**src/rtl/sg13g2_cell_bist.sv**
```systemverilog
// sg13g2_cell_bist: LFSR-driven self test for a bank of cells, responses compacted into a 16-bit MISR.
// Latency: busy for 1+NPAT+DLY+1 cycles (SEED, RUN, DRAIN, CMP), then a one-cycle done pulse.
// Backpressure: none; start is sampled only in IDLE and ignored while busy or done.
// Option: define SG13G2_BIST_SIG_OUT_EN to add output sig carrying the live MISR value.
module sg13g2_cell_bist #(
   parameter int unsigned NPAT = 255,
   parameter int unsigned DLY  = 1
) (
   input  logic        cp,
   input  logic        cd,
   input  logic        start,
   input  logic [15:0] exp,
   input  logic [7:0]  rsp,
   output logic [7:0]  pat,
   output logic        busy,
   output logic        done,
   output logic        pass
`ifdef SG13G2_BIST_SIG_OUT_EN
   ,
   output logic [15:0] sig
`endif
);

   typedef enum logic [2:0] {
      IDLE  = 3'd0,
      SEED  = 3'd1,
      RUN   = 3'd2,
      DRAIN = 3'd3,
      CMP   = 3'd4,
      DONE  = 3'd5
   } state_t;

   // Terminal counts: the counter runs 0..N-1 in RUN and again 0..DLY-1 in DRAIN.
   localparam logic [15:0] NPAT_LAST = 16'(NPAT - 1);
   localparam logic [15:0] DLY_LAST  = 16'(DLY - 1);

   state_t           state_q, state_d;
   logic [15:0]      cnt_q, cnt_d;
   logic [7:0]       lfsr_q, lfsr_d;
   logic [15:0]      misr_q, misr_d;
   logic [7:0]       pat_q, pat_d;
   logic             pass_q, pass_d;
   logic [DLY-1:0]   vld_q, vld_d;

   logic [7:0]       lfsr_nxt;
   logic [15:0]      misr_nxt;
   logic             absorb;

   assign lfsr_nxt = {lfsr_q[6:0], lfsr_q[7] ^ lfsr_q[5] ^ lfsr_q[4] ^ lfsr_q[3]};
   assign misr_nxt = ({misr_q[14:0], 1'b0} ^ (misr_q[15] ? 16'h1021 : 16'h0000)) ^ {8'h00, rsp};
   // A pattern's valid bit reaches the end of the pipe in the cycle its response is on rsp.
   assign absorb   = vld_q[DLY-1];

   // Next-state, datapath and output-register logic for the whole run sequence.
   always_comb begin
      state_d = state_q;
      cnt_d   = cnt_q;
      lfsr_d  = lfsr_q;
      misr_d  = misr_q;
      pass_d  = pass_q;
      pat_d   = pat_q;
      vld_d   = '0;
      vld_d[0] = (state_q == RUN);
      for (int i = 1; i < int'(DLY); i++) begin
         vld_d[i] = vld_q[i-1];
      end
      if (absorb) begin
         misr_d = misr_nxt;
      end

      case (state_q)
         IDLE: begin
            if (start) begin
               state_d = SEED;
            end
         end
         SEED: begin
            lfsr_d  = 8'h01;
            misr_d  = 16'hFFFF;
            cnt_d   = 16'h0000;
            pass_d  = 1'b0;
            vld_d   = '0;
            state_d = RUN;
         end
         RUN: begin
            lfsr_d = lfsr_nxt;
            if (cnt_q == NPAT_LAST) begin
               cnt_d   = 16'h0000;
               state_d = DRAIN;
            end else begin
               cnt_d = cnt_q + 16'd1;
            end
         end
         DRAIN: begin
            if (cnt_q == DLY_LAST) begin
               cnt_d   = 16'h0000;
               state_d = CMP;
            end else begin
               cnt_d = cnt_q + 16'd1;
            end
         end
         CMP: begin
            pass_d  = (misr_q == exp);
            state_d = DONE;
         end
         DONE: begin
            state_d = IDLE;
         end
         default: begin
            state_d = IDLE;
         end
      endcase

      // pat is registered but must show each pattern during its own RUN cycle,
      // so it is loaded with the LFSR value being entered; held outside RUN, zero in IDLE.
      if (state_d == IDLE) begin
         pat_d = 8'h00;
      end else if (state_d == RUN) begin
         pat_d = lfsr_d;
      end
   end

   // State and datapath registers; cd aborts any run without a done pulse.
   always_ff @(posedge cp or posedge cd) begin
      if (cd) begin
         state_q <= IDLE;
         cnt_q   <= 16'h0000;
         lfsr_q  <= 8'h01;
         misr_q  <= 16'hFFFF;
         pat_q   <= 8'h00;
         pass_q  <= 1'b0;
         vld_q   <= '0;
      end else begin
         state_q <= state_d;
         cnt_q   <= cnt_d;
         lfsr_q  <= lfsr_d;
         misr_q  <= misr_d;
         pat_q   <= pat_d;
         pass_q  <= pass_d;
         vld_q   <= vld_d;
      end
   end

   assign pat  = pat_q;
   assign pass = pass_q;
   assign busy = (state_q == SEED) || (state_q == RUN) || (state_q == DRAIN) || (state_q == CMP);
   assign done = (state_q == DONE);
`ifdef SG13G2_BIST_SIG_OUT_EN
   assign sig  = misr_q;
`endif

endmodule

```
**config.mk**
```make
export PLATFORM = sky130hd
export DESIGN_NAME = sg13g2_cell_bist
export DESIGN_NICKNAME = d
export VERILOG_FILES = /design/src/rtl/sg13g2_cell_bist.sv
export SDC_FILE = /design/constraint.sdc
export NUM_CORES = 1
export LEC_CHECK = 0
export CAP_MARGIN = 20
export CORE_MARGIN = 1
export CORE_UTILIZATION = 50
export DETAILED_ROUTE_END_ITERATION = 8
export PLACE_DENSITY = 0.74
export SLEW_MARGIN = 20
export SYNTH_ARGS = -nofsm -noshare
export SYNTH_HDL_FRONTEND = slang
export SYNTH_SLANG_ARGS = --single-unit
```
**constraint.sdc**
```tcl
create_clock -name cp -period 2.48 [get_ports cp]
set_input_delay 0.248 -clock cp [delete_from_list [all_inputs] [get_ports cp]]
set_output_delay 0.248 -clock cp [all_outputs]
set_load 0.02 [all_outputs]
```
==> summary.md <==
| Metric | Value |
|---|---|
| Status | `finished, final reports clean` |
| Syn Nets | `309` |
| Critical path capture point type | `flip-flop` |
| Final #Nets | `344` |
| Die area | `5814 µm²` |
| Commonest cells post-synth | `nand2_1 (44), dfrtp_1 (36), xnor2_1 (23), o21ai_0 (18), xor2_1 (18)` |
| Sw Pwr | `634.7 µW` |
| Fin Setup TNS | `0 ps` |
| Vias in the first global route | `1981` |
| Yosys warns | `0` |
| P_int | `1574 µW` |
| Slowest CP cell | `or4b_1` |
| Mean Syn Cell Area | `9.880 µm²` |
| Post-synth top area cell | `dfrtp_1` |
| Largest net degree at the start of global routing | `54` |
| Worst R2R End | `cnt_q[2]$_DFFE_PP0P_` |
| Synth top area share | `32.68%` |
| CP max stage delay | `470 ps` |
| Crit path max fanout | `9` |
| Final hold vios | `0` |
| GRT Util Overall | `19.27%` |
| Final cell count without fillers | `385` |
| Gate Count Post-Synth | `279` |
| Max Slew Vio Count | `0` |
| Detailed placer's ending HPWL | `3.671 mm` |
| Sink Count | `53` |
| Maximum clock path buffer count | `2` |
| Power consumption | `2209 µW` |
| #FFs+latches synth | `53` |
| Clock Root Buffer | `clkbuf_8` |
| 1st-iter DRT viols | `105` |
| Post-CTS Hold Fix Bufs | `0` |
| First-pass GRT wire length | `9.011 mm` |
| H-tree Lvls | `2` |
| TritonCTS Buffers | `5` |
| P_leak | `0.001501 µW` |
| Max Clk Rate | `0.4546 GHz` |
| Synth async-reset ratio | `100.0%` |
| MaxCap Viol Count | `0` |
| Core area | `5205 µm²` |
| Worst slew margin | `42.05%` |
| Worst hold path class | `in -> async` |
| DRT Pass-1 Iters | `4` |
| Largest cells by area after synthesis | `dfrtp_1 (33%), dfstp_2 (16%), xnor2_1 (7.3%), nand2_1 (6.0%), xor2_1 (5.7%)` |
| Diode count | `0` |
| Crit path kind | `reg -> reg` |
| Comb pwr share | `21.3%` |
| I/O Buffers | `37` |
| RSZ-0062 raised after global routing | `no` |
| Total Wirelength | `5.065 mm` |
| Distinct cells, synth | `42` |
| Ports | `38` |
| Layout Area Growth over Synthesis | `18.29%` |
| Post CTS Setup Buffer Count | `0` |
| Wirelength per Cell | `13.16 µm` |
| Pwr/cell area | `677.4 nW/µm²` |
| Sw Ratio | `28.74%` |
| Slew @ Worst Pin | `869.2 ps` |
| Die width | `76.25 µm` |
| WP data arrival | `2370 ps` |
| Min Hold Slack | `422.0 ps` |
| Worst setup SP type | `flip-flop` |
| Clk Latency, worst-skew pair | `310 ps` |
| Post-CTS resize count | `0` |
| Buf/Inv on CP | `2` |
| Crit path cell chain | `inv_1 > ha_1 > or4b_1 > nor4_2 > o22ai_1 > buf_4 > or2b_1 > a31oi_1` |
| Worst vdd ir | `0.4077 mV` |
| Clock transition at path regs | `100 ps` |
| # setup viols final | `0` |
| Synthesized area | `2756 µm²` |
| Clock network power share | `22.0%` |
| CTS tree | `done` |
| Placed Cells | `377` |
| Die Y | `76.25 µm` |
| Worst r2r src | `cnt_q[0]$_DFFE_PP0P_` |
| Flop pwr share | `56.7%` |
| Part of the Yosys area used for sequential elements | `48.89%` |
| Share of post-route cells with drive strength above 1 | `12.06%` |
| Starting Density | `52.96%` |
| Post-route ant nets | `0` |
| Reg-to-reg slack, setup | `280 ps` |
| Routability Congestion | `0.8591` |
| Final Skew | `6.421 ps` |
| Final period util | `88.69%` |
| Vias per cell | `5.395` |
| CP top delay family | `simple AND/OR/NAND/NOR gates` |
| Post-synth EDFFs | `0` |
| Initial antenna violation count | `0` |
| Reg2Reg Depth | `8` |
| Vias after detailed routing | `2077` |
| Min Tclk post-route | `2199 ps` |
| Prevailing post-synth register cell | `dfrtp_1` |
| Row count | `26` |
| DRC viols | `0` |
| Remaining global-route overflow | `0` |
| Worst Path Required | `2650 ps` |
| Most frequent cell after synthesis | `nand2_1` |
per-stage QoR:
step	setup slack, ps	util (%)	instance area (µm²)
final	280.5	62.64	3261
after global routing	71.24	62.64	3261
after CTS	297.7	62.64	3261
after detailed placement	312.0	60.89	3169
after global placement	343.1	60.89	3169
after floorplan	475.0	-	2756
layer usage:
| layer | part of all wire [%] | global-route usage (%) |
|---|---|---|
| met4 | 0.87 | 4.423 |
| met3 | 4.4 | 4.551 |
| met5 | 0 | 0 |
| met2 | 46 | 30.63 |
| met1 | 48 | 26.77 |
how the worst max path moves through the flow:
stage | startpoint | cells after the start | to
6_report | cnt_q[0]$_DFFE_PP0P_ | 8 | cnt_q[2]$_DFFE_PP0P_
5_1_grt | cnt_q[0]$_DFFE_PP0P_ | 7 | cnt_q[4]$_DFFE_PP0P_
4_1_cts | cnt_q[0]$_DFFE_PP0P_ | 8 | cnt_q[2]$_DFFE_PP0P_
3_5_place_dp | cnt_q[0]$_DFFE_PP0P_ | 7 | cnt_q[15]$_DFFE_PP0P_
3_3_place_gp | cnt_q[11]$_DFFE_PP0P_ | 5 | pat[5]$_DFFE_PP0P_
2_1_floorplan | cnt_q[0]$_DFFE_PP0P_ | 7 | cnt_q[15]$_DFFE_PP0P_
registers in the layout (all words and copies together) (netlist names):
signal   flops
cnt_q       16
pat          8
absorb       1
misr_q      16
pass         1
state_q      3
lfsr_q       8
cell families after synthesis:
kind of cell | Yosys count | share of synthesized area, %
AOI/OAI and AO/OA | 48 | 11.62
xor gates and xnor gates | 41 | 13.03
adders and majority gates | 3 | 1.362
buffers and inverters | 29 | 4.902
DFF | 53 | 48.89
muxes | 7 | 2.542
and+or+nand+nor | 98 | 17.66
cells in the final DEF (no fill, tap or decap), types with 3 or more instances in the layout:
cell and instances:
a21oi_1 4, a22o_1 4, a22oi_1 7, buf_4 4, clkbuf_8 5, clkdlybuf4s50_1 37
dfrtp_1 36, dfstp_2 17, ha_1 3, inv_1 14, mux2i_1 7, nand2_1 44
nand3_1 10, nand4_1 3, nor2_1 15, nor3_1 3, nor4_1 4, o21ai_0 18
o31ai_1 8, or3_1 3, xnor2_1 23, xor2_1 18
worst reg2reg max path: cells and delay by family (launching register included):
| family | cells | cell delay [ps] |
|---|---|---|
| fa+ha+maj | 1 | 140 |
| simple gates | 3 | 840 |
| buf+inv | 2 | 360 |
| compound gates | 2 | 290 |
| flops | 1 | 440 |
area by class of cell:
| cell class | count | area, µm² |
|---|---|---|
| Fill cell | 437 | 1944 |
| Sequential cell | 53 | 1348 |
| Multi-Input combinational cell | 197 | 1274 |
| Timing Repair Buffer | 41 | 400.4 |
| Tap cell | 70 | 87.58 |
| Clock buffer | 5 | 68.82 |
| Inverter | 16 | 60.06 |
| Clock inverter | 3 | 22.52 |
power by group through the flow:
stage | clock network, µW | registers [µW] | logic, µW
final | 487 | 1250 | 469
after global routing | 538 | 1280 | 549
after CTS | 500 | 1250 | 480
after detailed placement | 0 | 1270 | 474
after global placement | 0 | 1270 | 460
after floorplan | 0 | 1220 | 391
(Power assumes the default switching activity.)
